===== config.mk =====
export PLATFORM = sky130hd
export DESIGN_NAME = sasa_result_writer
export DESIGN_NICKNAME = d
export VERILOG_FILES = /design/src/rtl/sasa_wb_pkg.sv /design/src/rtl/sasa_wb_fifo.sv /design/src/rtl/sasa_result_writer.sv
export SDC_FILE = /design/constraint.sdc
export NUM_CORES = 1
export LEC_CHECK = 0
export ABC_CLOCK_PERIOD_IN_PS = 7700
export CORE_ASPECT_RATIO = 1.75
export CORE_MARGIN = 2
export CORE_UTILIZATION = 43
export DETAILED_ROUTE_END_ITERATION = 8
export PLACE_DENSITY = 0.66
export SYNTH_ARGS = -nofsm -noshare
export SYNTH_HDL_FRONTEND = slang
export SYNTH_SLANG_ARGS = --single-unit

===== constraint.sdc =====
create_clock -name clk -period 7.7 [get_ports clk]
set_input_delay 0.77 -clock clk [delete_from_list [all_inputs] [get_ports clk]]
set_output_delay 0.77 -clock clk [all_outputs]
set_load 0.03 [all_outputs]

===== src/rtl/sasa_wb_pkg.sv =====
// Shared types and widths for the SASA result write-back stage.
//   wb_state_t : write-back FSM states
//   DataW      : result word width
//   CountW     : width of the accepted-write counter
package sasa_wb_pkg;

    localparam int unsigned DataW  = 32;
    localparam int unsigned CountW = 16;

    typedef enum logic [1:0] {
        StIdle,
        StCollect,
        StDrain,
        StDone
    } wb_state_t;

endpackage


===== src/rtl/sasa_wb_fifo.sv =====
// Synchronous circular capture FIFO with show-ahead read data.
// Ports:
//   clk_i, rst_ni      : clock, synchronous active-low reset
//   push_i / data_i    : write strobe and word (ignored when full)
//   pop_i  / data_o    : read strobe and head word (ignored when empty)
//   full_o, empty_o    : occupancy status
module sasa_wb_fifo #(
    parameter int unsigned Depth = 8,
    parameter int unsigned Width = 32
) (
    input  logic             clk_i,
    input  logic             rst_ni,
    input  logic             push_i,
    input  logic             pop_i,
    input  logic [Width-1:0] data_i,
    output logic [Width-1:0] data_o,
    output logic             full_o,
    output logic             empty_o
);

    // One extra pointer bit separates full from empty.
    localparam int unsigned PtrW = $clog2(Depth) + 1;

    logic [PtrW-1:0]  wr_ptr_q, rd_ptr_q;
    logic [Width-1:0] mem_q [Depth];

    assign empty_o = (wr_ptr_q == rd_ptr_q);
    assign full_o  = (wr_ptr_q[PtrW-1] != rd_ptr_q[PtrW-1]) &&
                     (wr_ptr_q[PtrW-2:0] == rd_ptr_q[PtrW-2:0]);
    assign data_o  = mem_q[rd_ptr_q[PtrW-2:0]];

    always_ff @(posedge clk_i) begin
        if (!rst_ni) begin
            wr_ptr_q <= '0;
            rd_ptr_q <= '0;
        end else begin
            if (push_i && !full_o) begin
                wr_ptr_q <= wr_ptr_q + 1'b1;
            end
            if (pop_i && !empty_o) begin
                rd_ptr_q <= rd_ptr_q + 1'b1;
            end
        end
    end

    always_ff @(posedge clk_i) begin
        if (push_i && !full_o) begin
            mem_q[wr_ptr_q[PtrW-2:0]] <= data_i;
        end
    end

endmodule


===== src/rtl/sasa_result_writer.sv =====
// Write-back stage for the SASA softmax engine: captures Result words while
// soft_fac is high, buffers them, and drains them to a valid/ready write port
// with row/column address generation.
// Ports:
//   clk, reset (sync, active-low)
//   soft_fac, Result, finish      : SASA result stream
//   wr_valid, wr_ready, wr_addr, wr_data : write port
//   wb_busy, wb_done              : FSM status
//   overflow, clamp_flag          : sticky flags
//   wb_count                      : saturating count of accepted writes
// Optional feature macro: SASA_WB_CLAMP_EN (negative words stored as zero).
module sasa_result_writer
    import sasa_wb_pkg::*;
#(
    parameter int unsigned FIFO_DEPTH = 8,
    parameter int unsigned SEG_LEN    = 4,
    parameter int unsigned ROW_STRIDE = 16,
    parameter int unsigned ADDR_W     = 16,
    parameter int unsigned BASE_ADDR  = 0
) (
    input  logic              clk,
    input  logic              reset,
    input  logic              soft_fac,
    input  logic [DataW-1:0]  Result,
    input  logic              finish,
    output logic              wr_valid,
    input  logic              wr_ready,
    output logic [ADDR_W-1:0] wr_addr,
    output logic [DataW-1:0]  wr_data,
    output logic              wb_busy,
    output logic              wb_done,
    output logic              overflow,
    output logic              clamp_flag,
    output logic [CountW-1:0] wb_count
);

    wb_state_t         state_q, state_d;
    logic [ADDR_W-1:0] row_q, row_d, col_q, col_d, addr_q, addr_d;
    logic [DataW-1:0]  data_q, data_d, push_data, fifo_rdata;
    logic [CountW-1:0] cnt_q, cnt_d;
    logic              valid_q, valid_d, ovf_q, ovf_d, clamp_q, clamp_d;
    logic              fifo_full, fifo_empty, push, pop, accept, active;
    logic              enter_collect, clamp_hit;

    assign active        = (state_q == StCollect) || (state_q == StDrain);
    assign accept        = valid_q && wr_ready;
    assign push          = soft_fac && !fifo_full;
    // Load the output register when it is free or being emptied this cycle.
    assign pop           = active && !fifo_empty && (!valid_q || accept);
    assign enter_collect = soft_fac && ((state_q == StIdle) || (state_q == StDone));

`ifdef SASA_WB_CLAMP_EN
    assign clamp_hit = push && Result[DataW-1];
    assign push_data = Result[DataW-1] ? '0 : Result;
`else
    assign clamp_hit = 1'b0;
    assign push_data = Result;
`endif

    sasa_wb_fifo #(
        .Depth (FIFO_DEPTH),
        .Width (DataW)
    ) u_fifo (
        .clk_i   (clk),
        .rst_ni  (reset),
        .push_i  (push),
        .pop_i   (pop),
        .data_i  (push_data),
        .data_o  (fifo_rdata),
        .full_o  (fifo_full),
        .empty_o (fifo_empty)
    );

    always_comb begin
        state_d = state_q;
        row_d   = row_q;
        col_d   = col_q;
        addr_d  = addr_q;
        data_d  = data_q;
        cnt_d   = cnt_q;
        valid_d = valid_q;
        ovf_d   = ovf_q;
        clamp_d = clamp_q;

        unique case (state_q)
            StIdle, StDone: begin
                if (soft_fac) state_d = StCollect;
            end
            StCollect: begin
                if (finish || !soft_fac) state_d = StDrain;
            end
            StDrain: begin
                // A same-cycle push would leave a word behind, so wait for it.
                if (fifo_empty && !push && (!valid_q || accept)) state_d = StDone;
            end
            default: state_d = StIdle;
        endcase

        if (enter_collect) begin
            row_d   = '0;
            col_d   = '0;
            cnt_d   = '0;
            ovf_d   = 1'b0;
            clamp_d = 1'b0;
        end
        if (soft_fac && fifo_full) ovf_d = 1'b1;
        if (clamp_hit) clamp_d = 1'b1;

        if (accept) begin
            valid_d = 1'b0;
            if (cnt_q != '1) cnt_d = cnt_q + 1'b1;
        end

        if (pop) begin
            valid_d = 1'b1;
            data_d  = fifo_rdata;
            addr_d  = ADDR_W'(BASE_ADDR) + row_q * ADDR_W'(ROW_STRIDE) + col_q;
            if (col_q == ADDR_W'(SEG_LEN - 1)) begin
                col_d = '0;
                row_d = row_q + 1'b1;
            end else begin
                col_d = col_q + 1'b1;
            end
        end
    end

    always_ff @(posedge clk) begin
        if (!reset) begin
            state_q <= StIdle;
            row_q   <= '0;
            col_q   <= '0;
            addr_q  <= '0;
            data_q  <= '0;
            cnt_q   <= '0;
            valid_q <= 1'b0;
            ovf_q   <= 1'b0;
            clamp_q <= 1'b0;
        end else begin
            state_q <= state_d;
            row_q   <= row_d;
            col_q   <= col_d;
            addr_q  <= addr_d;
            data_q  <= data_d;
            cnt_q   <= cnt_d;
            valid_q <= valid_d;
            ovf_q   <= ovf_d;
            clamp_q <= clamp_d;
        end
    end

    assign wr_valid   = valid_q;
    assign wr_addr    = addr_q;
    assign wr_data    = data_q;
    assign wb_busy    = active;
    assign wb_done    = (state_q == StDone);
    assign overflow   = ovf_q;
    assign clamp_flag = clamp_q;
    assign wb_count   = cnt_q;

endmodule


==> impl_metrics.ini <==
[status]
outcome = complete, no violations

[timing]
finClkSkew_ps = 14.6
tightest_slew_ps = 1180
setup-violations-final = 0
finalCritPeriodShare = 0.466
rsz0062_at_grt = no
holdWs_ps = 456
finalHoldViolCount = 0
maxSlewHeadroom = 0.210
min_period_ps = 3590
setup_tns_ps = 0
fmaxAchievable_ghz = 0.278
slew_viol_final = 0

[logic_synthesis]
synth_cells = 963
synthFlopType = edfxtp_1
synthesis.nets = 1021
synth_mux_area_frac = 0.126
ys_ff_latch = 360
synth_top_family_by_area = multiplexers
synthAdderAreaFrac = 0.0185
synthSimpleGateAreaFrac = 0.0856
synth_compound_area_frac = 0.0667
yosysSeqAreaShare = 0.669
synth.distinct_cells = 62
synth_area_mm2 = 0.0146
synth_edf_count = 256
avgSynthCellArea_um2 = 15.2
synth_warnings = 0
async_flop_share = 0
synthXorXnorAreaFrac = 0.0174

[job]
cap_violations = 0

[cts]
clkLatencyLatePin_ps = 570
clockBufferDepth = 3
clk_pin_slew_worst_paths_ps = 70
cts_tree = yes
cts_sinks = 360
postCtsResizedCells = 0
holdBufCountCts = 0
post_cts_buffers = 0
h-tree-depth = 1
cts_buffers = 31
clockRootBuffer = clkbuf_16

[power]
cellPowerDensity_mw_per_mm2 = 296
total_power_mw = 5.06
peakVddDrop_uv = 183
leakage_nw = 5.47

[global_routing]
grt_overflow_total = 0
grt.total_usage = 0.174
grt_start_max_net_pins = 68
antenna_found_initial = 0
grt_pass1_wl_mm = 47.7
grt_pass1_vias = 8657

[route]
first_pass_iters = 4
vias = 8365
drtIter0Drc = 581
drcViolationCount = 0
wl_per_cell_um = 19.7
totalWireLength_mm = 30.3
ant_nets = 0
vias_per_cell = 5.44

[floorplanning]
die_h_um = 248
die_area_mm2 = 0.0355
initial_core_util = 0.434
pin_count = 106
coreArea_mm2 = 0.0336
die-width_um = 143
num_rows = 89

[setup_path]
worstSetupStartpoint = u_fifo.rd_ptr_q[2]$_SDFFE_PN0P_
r2r-end = col_q[4]$_SDFFE_PN0P_
critPathMaxFanout = 67
end_kind = flop
r2r_start = u_fifo.rd_ptr_q[2]$_SDFFE_PN0P_
cp.required_ps = 8150
worstSetupStartpointType = flop
rr_worst_depth = 6
arrival_ps = 4040
worst-setup-path-type = reg2reg
setup.worst_path.end = col_q[4]$_SDFFE_PN0P_
regToRegSetupSlack_ps = 4110

[layout]
drive_gt1_frac = 0.128
diodes = 0
final_util = 0.509
area_delta_synth_final_pct = 17.2
n_fill_cell = 2873
nets = 1117

[placement]
port_buffers = 104
place.gp.congestion = 0.814
dp.final_hpwl_mm = 18.8

[hold_path]
min_path_type = reg2reg
how the worst min path moves through the flow:
stage / slack [ps] / from / endpoint / cells past startpoint
after global routing: 480 / wr_addr[2]$_SDFFE_PN0P_ / wr_addr[2]$_SDFFE_PN0P_ / 2
after detailed placement: 450 / wr_addr[2]$_SDFFE_PN0P_ / wr_addr[2]$_SDFFE_PN0P_ / 2
after global placement: 450 / wr_addr[2]$_SDFFE_PN0P_ / wr_addr[2]$_SDFFE_PN0P_ / 2
after floorplan: 450 / u_fifo.wr_ptr_q[3]$_SDFFE_PN0P_ / u_fifo.wr_ptr_q[3]$_SDFFE_PN0P_ / 2
after CTS: 460 / wr_addr[2]$_SDFFE_PN0P_ / wr_addr[2]$_SDFFE_PN0P_ / 2
final: 460 / wr_addr[0]$_SDFFE_PN0P_ / wr_addr[0]$_SDFFE_PN0P_ / 2
synthesized netlist by cell type (all sizes together), types with 5 or more instances:
library cell  number  area share
edfxtp           256        0.53
dfxtp            104        0.14
nor2              82       0.021
mux4              64       0.099
nand2             58       0.015
a211oi            39       0.020
mux2i             38       0.026
a21oi             31       0.011
nand3             28      0.0096
clkbuf            26      0.0067
buf               22      0.0087
ha                20       0.017
xnor2             19       0.011
nor3              14      0.0048
o21ai             14      0.0048
nand4             12      0.0051
and3              10      0.0043
nand2b            10      0.0043
xor2              10      0.0060
a31oi              9      0.0039
nor4               9      0.0053
a21o               7      0.0036
a211o              6      0.0036
and2               6      0.0026
and4               6      0.0036
inv                6      0.0015
nand3b             6      0.0031
nor2b              5      0.0021
cell families after synthesis:
group | count (synthesis)
XOR/XNOR | 29
AO/OA/AOI/OAI | 140
other | 1
buffers and inverters | 54
adder cells (fa/ha/maj) | 21
multiplexers | 103
AND/OR/NAND/NOR | 255
flip-flops | 360
report_power, final:
| group | internal [mW] | switching, mW | total [mW] | leakage, nW |
|---|---|---|---|---|
| logic | 0.495 | 0.713 | 1.21 | 1.81 |
| clock network | 0.868 | 0.684 | 1.55 | 0.486 |
| registers | 2.21 | 0.0952 | 2.30 | 3.17 |
| total | 3.57 | 1.49 | 5.06 | 5.47 |
per-stage QoR:
step / setup WS [ps] / cells / area (µm²)
floorplan: 3680 / 963 / 14600
global placement: 3780 / 1481 / 16100
detailed placement: 3720 / 1481 / 16100
CTS: 4020 / 1538 / 17100
global route: 3820 / 1538 / 17100
finish: 4110 / 1538 / 17100
final cells by class:
class	count	area (µm²)	area share
repair buffers	111	1090	0.0639
well taps	455	569	0.0333
clock buffers	39	836	0.0488
multi-input cells	549	4650	0.271
inverters	6	22.5	0.00132
flip-flops and latches	360	9780	0.571
clock inverters	18	174	0.0102
metal layers:
metal,part of all wire,GRT usage,routed length [µm]
met1,0.39,0.200,11900
met2,0.54,0.329,16500
met3,0.033,0.0216,989
met4,0.029,0.0611,871
met5,0,0,0
flip-flops by register name, summed over array words and instances, names as in the netlist:
register         flops
wb_count            16
wr_valid             1
u_fifo.wr_ptr_q      4
u_fifo.rd_ptr_q      4
overflow             1
col_q               16
u_fifo.mem_q       256
wr_addr             16
wr_data             32
row_q               12
state_q              2
worst max-delay path, stage by stage, from the launching register on:
cell	delay [ps]
dfxtp_4	1040
xnor2_1	260
and4b_1	400
nor2_4	540
buf_4	640
nor2_1	220
a211o_1	340
placed cells by master, fill, tap and decap left out, drive strengths merged, types with 7 or more instances in the layout:
cell type and count:
a211oi 39, a21o 7, a21oi 31, a31oi 9, and3 10, buf 7, clkbuf 39, clkdlybuf4s50 104
clkinv 11, dfxtp 104, edfxtp 256, ha 20, mux2i 38, mux4 64, nand2 58, nand2b 10
nand3 28, nand4 12, nor2 82, nor3 14, nor4 9, o21ai 14, xnor2 19, xor2 10
Note: power is estimated with default switching activity, not from simulation.
